## config.mk

```make
export PLATFORM = sky130hd
export DESIGN_NAME = mem_arbiter
export DESIGN_NICKNAME = d
export VERILOG_FILES = /design/src/rtl/arb_pkg.sv /design/src/rtl/mem_arbiter.sv
export SDC_FILE = /design/constraint.sdc
export NUM_CORES = 1
export LEC_CHECK = 0
export ABC_AREA = 1
export BUFFER_PORTS_ARGS = -buffer_cell sky130_fd_sc_hd__buf_4
export CORE_AREA = 2 2 116 118
export CTS_BUF_LIST = sky130_fd_sc_hd__clkbuf_4
export CTS_CLUSTER_DIAMETER = 60
export DETAILED_ROUTE_END_ITERATION = 16
export DIE_AREA = 0 0 118 120
export PLACE_DENSITY = 0.46
export SETUP_SLACK_MARGIN = 0.02
export SYNTH_ARGS = -nofsm -noshare
export SYNTH_HDL_FRONTEND = slang
export SYNTH_SLANG_ARGS = --single-unit
```

## constraint.sdc

```tcl
create_clock -name clk -period 1.8 [get_ports clk]
set_clock_uncertainty 0.2 [all_clocks]
set_input_delay 0.09 -clock clk [delete_from_list [all_inputs] [get_ports clk]]
set_output_delay 0.09 -clock clk [all_outputs]
set_load 0.01 [all_outputs]
```

## src/rtl/arb_pkg.sv

```systemverilog
// Shared types and defaults for the CPU/DMA data-memory arbiter.
package arb_pkg;

    typedef enum logic {
        ARB_CPU = 1'b0,
        ARB_DMA = 1'b1
    } arb_state_t;

    localparam int ARB_STARVE_LIMIT = 8;
    localparam int ARB_MAX_BURST    = 4;
    localparam int WAIT_W           = 4;
    localparam int BURST_W          = 4;

endpackage

```

## src/rtl/mem_arbiter.sv

```systemverilog
// Single-port data-memory arbiter between the MEM stage and a DMA engine, with
// starvation forcing for the DMA and locked DMA bursts.
//
//   state   | meaning
//   --------+-----------------------------------------------------------------
//   ARB_CPU | default; CPU wins unless the DMA has waited STARVE_LIMIT cycles
//   ARB_DMA | locked DMA burst in progress; CPU is stalled
module mem_arbiter
    import arb_pkg::*;
#(
    parameter int STARVE_LIMIT = ARB_STARVE_LIMIT,
    parameter int MAX_BURST    = ARB_MAX_BURST
) (
    input  logic        clk,
    input  logic        reset,
    input  logic        cpu_req,
    input  logic        cpu_we,
    input  logic [31:0] cpu_addr,
    input  logic [31:0] cpu_wdata,
    output logic [31:0] cpu_rdata,
    output logic        cpu_stall,
    input  logic        dma_req,
    input  logic        dma_we,
    input  logic        dma_lock,
    input  logic [31:0] dma_addr,
    input  logic [31:0] dma_wdata,
    output logic [31:0] dma_rdata,
    output logic        dma_ack,
    output logic [31:0] mem_addr,
    output logic        mem_we,
    output logic [31:0] mem_wdata,
    input  logic [31:0] mem_rdata
);

    arb_state_t          state, state_nxt;
    logic [WAIT_W-1:0]   wait_cnt, wait_nxt;
    logic [BURST_W-1:0]  burst_cnt, burst_nxt;
    logic                starve;
    logic                cpu_served;
    logic                dma_served;

    always_ff @(posedge clk or negedge reset) begin
        if (!reset) begin
            state     <= ARB_CPU;
            wait_cnt  <= '0;
            burst_cnt <= '0;
        end else begin
            state     <= state_nxt;
            wait_cnt  <= wait_nxt;
            burst_cnt <= burst_nxt;
        end
    end

    // Grant is qualified by reset so nothing reaches memory while it is asserted.
    always_comb begin
        starve     = dma_req && (wait_cnt == WAIT_W'(STARVE_LIMIT));
        cpu_served = 1'b0;
        dma_served = 1'b0;
        if (reset) begin
            if (state == ARB_CPU) begin
                cpu_served = cpu_req && !starve;
                dma_served = dma_req && !cpu_served;
            end else begin
                dma_served = dma_req;
            end
        end
    end

    always_comb begin
        state_nxt = state;
        burst_nxt = burst_cnt;
        case (state)
            ARB_CPU: begin
                if (dma_served && dma_lock && (MAX_BURST > 1)) begin
                    state_nxt = ARB_DMA;
                    burst_nxt = BURST_W'(1);
                end
            end
            ARB_DMA: begin
                if (!dma_req || !dma_lock ||
                    (burst_cnt + BURST_W'(1) == BURST_W'(MAX_BURST))) begin
                    state_nxt = ARB_CPU;
                    burst_nxt = '0;
                end else begin
                    burst_nxt = burst_cnt + BURST_W'(1);
                end
            end
            default: begin
                state_nxt = ARB_CPU;
                burst_nxt = '0;
            end
        endcase
    end

    always_comb begin
        wait_nxt = '0;
        if (dma_req && !dma_served) begin
            if (wait_cnt == WAIT_W'(STARVE_LIMIT)) wait_nxt = wait_cnt;
            else                                   wait_nxt = wait_cnt + WAIT_W'(1);
        end
    end

    // Idle cycles park the address on the CPU so its load path stays warm.
    always_comb begin
        mem_addr  = cpu_addr;
        mem_we    = 1'b0;
        mem_wdata = '0;
        if (cpu_served) begin
            mem_we    = cpu_we;
            mem_wdata = cpu_wdata;
        end else if (dma_served) begin
            mem_addr  = dma_addr;
            mem_we    = dma_we;
            mem_wdata = dma_wdata;
        end
    end

    assign cpu_rdata = cpu_served ? mem_rdata : '0;
    assign dma_rdata = dma_served ? mem_rdata : '0;
    assign cpu_stall = reset && cpu_req && !cpu_served;
    assign dma_ack   = dma_served;

endmodule

```

# Yosys cells after proc, flatten, opt, wreduce, memory -nomap -nowiden
# Index checks and enable logic that the tools add are counted.
# op_classes
addsub	2
n_eq_ne	4
mux	20
bitwise	1
reduce_logical	15
# ops
op	count
2-to-1 mux 32 bit	6
2-to-1 mux 4 bit	4
adder 4 x 1 -> 4 bit, second input constant	2
2-to-1 mux 1 bit	8
one-hot mux 4 bit (2 select lines)	1
logical AND 1 bit	7
zero test 1 bit	6
equality test 4 x 3 -> 1 bit, second input constant	1
equality test 4 bit, second input constant	1
logical OR 1 bit	2
inequality test 2 x 1 -> 1 bit, second input constant	1
inequality test 2 bit, second input constant	1
one-hot mux 1 bit (2 select lines)	1
NOT 1 bit	1
# word_totals
regBits	9
inputBits	167
word_cells	45

# Longest topological paths before layout
# logic_depth
ltp_word	11
ltp_mapped	10
mapped_depth_nobuf	10

# Worst setup path before layout
# OpenSTA, ideal clock, no wires.
# synth_timing
path_type	reg-to-output
startpoint	register wait_cnt[0]
endpoint	output mem_wdata[10]
arrival_time_ns	1.391
t_required_ns	1.510
slack_ns	0.119
stages_incl_launch_ff	8
path_buffers	2
path_cell_list	dfrtp_1 inv_1 ha_1 nand4_2 nand3_1 buf_2 buf_2 o21ai_0
# synth_via
elab_chain_cells	10
# synth_rtl
item	line	text
start, declared	mem_arbiter.sv:36	logic [WAIT_W-1:0] wait_cnt, wait_nxt;
start signal, assigned	mem_arbiter.sv:49	wait_cnt <= wait_nxt;
equality test 4 bit *	mem_arbiter.sv:56	starve = dma_req && (wait_cnt == WAIT_W'(STARVE_LIMIT));
logical AND 1 bit *	mem_arbiter.sv:56	
zero test 1 bit *	mem_arbiter.sv:61	cpu_served = cpu_req && !starve;
logical AND 1 bit *	mem_arbiter.sv:61	
zero test 1 bit	mem_arbiter.sv:62	dma_served = dma_req && !cpu_served;
logical AND 1 bit	mem_arbiter.sv:62	
2-to-1 mux 1 bit	mem_arbiter.sv:60	if (state == ARB_CPU) begin
2-to-1 mux 1 bit	mem_arbiter.sv:59	if (reset) begin
2-to-1 mux 32 bit	mem_arbiter.sv:111	end else if (dma_served) begin
2-to-1 mux 32 bit *	mem_arbiter.sv:108	if (cpu_served) begin
end, declared	mem_arbiter.sv:31	output logic [31:0] mem_wdata,
# Every way passes the cells marked *; elsewhere a longest branch is shown, timed or not.

# Worst setup path in the final report
# layout_timing
startpoint	register wait_cnt[1]
endpoint	output mem_wdata[31]
# The elaborated chain is that of the path after synthesis.

==> flow_summary.ini <==
[floorplan]
die_h_um = 120
initial_utilization = 0.144
num_io_pins = 298
coreArea_um2 = 13000
die_x_um = 118
placementRows = 42
dieArea_um2 = 14200

[synthesis]
netlist_instances = 388
synth_top_cell_by_area = nand2_1
ys_seq_area_frac = 0.121
synth_area_um2 = 1860
ys_ff_latch = 9
synthTopCellsByArea = nand2_1 (29%), inv_1 (16%), nor2_1 (14%), dfrtp_1 (12%), o21ai_0 (7.8%)
synth_nets = 559
synth_cell_type_count = 18
synth_area_per_cell_um2 = 4.80
yosysWarnings = 0
yosysTopAreaCellShare = 0.292

[setup_path]
slowest_stage = dfrtp_1
worstSetupStartpointType = flip-flop
cp_data_arrival_time_ns = 1.77
cp_data_required_time_ns = 1.51
critPathMaxStageDelay_ns = 0.39
critPathMaxFanout = 5
cp_common_cell = buf_4
worst_setup_path_end_kind = output pin
worstSetupPathType = flip-flop to output pin
crit_path_cell_trace = inv_2 > ha_4 > nand4_4 > buf_4 > nand3_4 > bufbuf_16 > o21ai_1 > buf_4

[route]
wl_per_cell_um = 13.9
via_count = 3543
ant_nets = 0
finalWirelength_um = 12300
drt_iter0_drc = 89
dr.pass1.iters = 5
drc = 0
via_per_inst = 4.00

[worst_hold_path]
min_path_type = input pin to flip-flop

[global_route]
grt_max_degree = 30
grt_pass1_wl_um = 17900
grt_pass1_vias = 3477
grt_util_all_layers = 0.157
antenna_found_initial = 0
globalRouteOverflowTotal = 0

[timing]
setup_viol = 131
hold_viol_final = 0
finalSetupTns_ns = -27.29
setup_ws_ns = -0.262
layout_worst_path_cycle_share = 1.15
period_minus_slack_ns = 2.06
rsz0062_at_grt = yes
max_freq_ghz = 0.485
slew-limit-headroom = 0.714
report.final.slew_viol_count = 0
tightest_slew_ns = 0.428

[clock_tree]
clk_pin_slew_worst_paths_ns = 0.06
cts_sinks = 9
tritoncts = yes
clockBufferDepth = 2
cts_buffers = 3
clk_latency_ns = 0.25
cts-htree-levels = 1
cts-root-buf = clkbuf_4

[finish]
fillers = 1377
n_antenna_cell = 0
area_growth_pct = 177
drive_gt1_frac = 0.587
final_cell_mix = buf_4 (298), nand2_1 (120), inv_1 (77), nor2_1 (39), nor2_2 (33)
layout_commonest_cell = buf_4
final_core_util = 0.398
nets = 882

[placement]
hpwlAfterDp_um = 9180
portBuffers = 297
place_congestion = 0.829
dp_slack_ns = -0.0520

[outcome]
run_status = finished, violations left
violations = negative setup slack

[power_and_ir_drop]
power_density_nw_per_um2 = 308
p_leak_nw = 3.04
irDropWorstVdd_uv = 183

[job]
cap_violations = 0
## area by class of cell
| class | count | area (um2) | share of cell area |
|---|---|---|---|
| multi-input combinational | 278 | 1440 | 0.279 |
| sequential | 9 | 225 | 0.0436 |
| inverter | 80 | 313 | 0.0606 |
| tap | 176 | 220 | 0.0427 |
| timing repair buffer | 339 | 2930 | 0.569 |
| clock buffer | 4 | 30.0 | 0.00582 |
## through the flow
stage          hold slack (ns)  area [um2]  cells  power, mW
5_1_grt                 0.0382        5160    886       1.71
4_1_cts                 0.0413        4880    881       1.53
3_5_place_dp            -0.255        4360    856       1.21
2_1_floorplan           -0.406        1860    388      0.584
6_report                0.0122        5160    886       1.59
3_3_place_gp            -0.258        4360    856       1.20
## critical path: cells and delay by family, from the launching register on
family	cells	cell delay, ns
buf+inv	4	0.67
flops	1	0.39
simple gates	2	0.23
fa+ha+maj	1	0.15
compound gates	1	0.06
## logic make-up (layout without fill, tap and decap cells)
group                      after synthesis  after routing  synth area share
buffers and inverters                  101            423             0.236
DFF                                      9              9             0.121
xor gates and xnor gates                 2              2           0.00940
and+or+nand+nor                        235            235             0.492
adders and majority gates                4              4            0.0268
AOI/OAI and AO/OA                       37             37             0.115
## flip-flops by register name, summed over array words and instances, names as in the netlist
register,cells
state,1
burst_cnt,4
wait_cnt,4
## cell usage after synthesis, drive strengths merged
library cell and instances:
nand2 147, o21bai 1, dfrtp 9, xor2 1
ha 4, xnor2 1, nand3 13, clkbuf 2
nor2 72, buf 19, o21ai 36, inv 80
nand4 3
## what timing repair did
| item | in CTS | in global routing |
|---|---|---|
| buffers inserted | 10 | 3 |
| gates cloned | 9 | 3 |
| pin swaps | 1 | 2 |
| endpoints found under the setup margin | 131 | 135 |
| resized for setup | 51 | 87 |
| hold buffers | 2 | 0 |
| hold endpoints to repair | 13 | 0 |
## final timing paths
path / cells after the start / end / slack (ns) / from
max: 8 / mem_wdata[31] / -0.26 / wait_cnt[1]
max reg2reg: 9 / burst_cnt[2] / 0.07 / wait_cnt[1]
max in group asynchronous: 2 / wait_cnt[0] / 0.94 / reset
min in group asynchronous: 2 / state / 0.16 / reset
min reg2reg: 2 / burst_cnt[3] / 0.34 / burst_cnt[3]
min: 4 / wait_cnt[1] / 0.01 / reset
## where the power goes
group	internal, mW	switching (mW)	leakage (nW)	total (mW)
registers	0.217	0.0168	0.120	0.234
clock network	0.100	0.0667	0.0184	0.167
logic	0.681	0.508	2.90	1.19
total	0.999	0.592	3.04	1.59
## routing by layer
metal,routed length (um),share of wire,global-route usage
met5,0,0,0
met3,815,0.066,0.0266
met2,6620,0.54,0.315
met4,114,0.0093,0.0166
met1,4730,0.39,0.177
No activity file was read; power rests on OpenSTA's default activity.
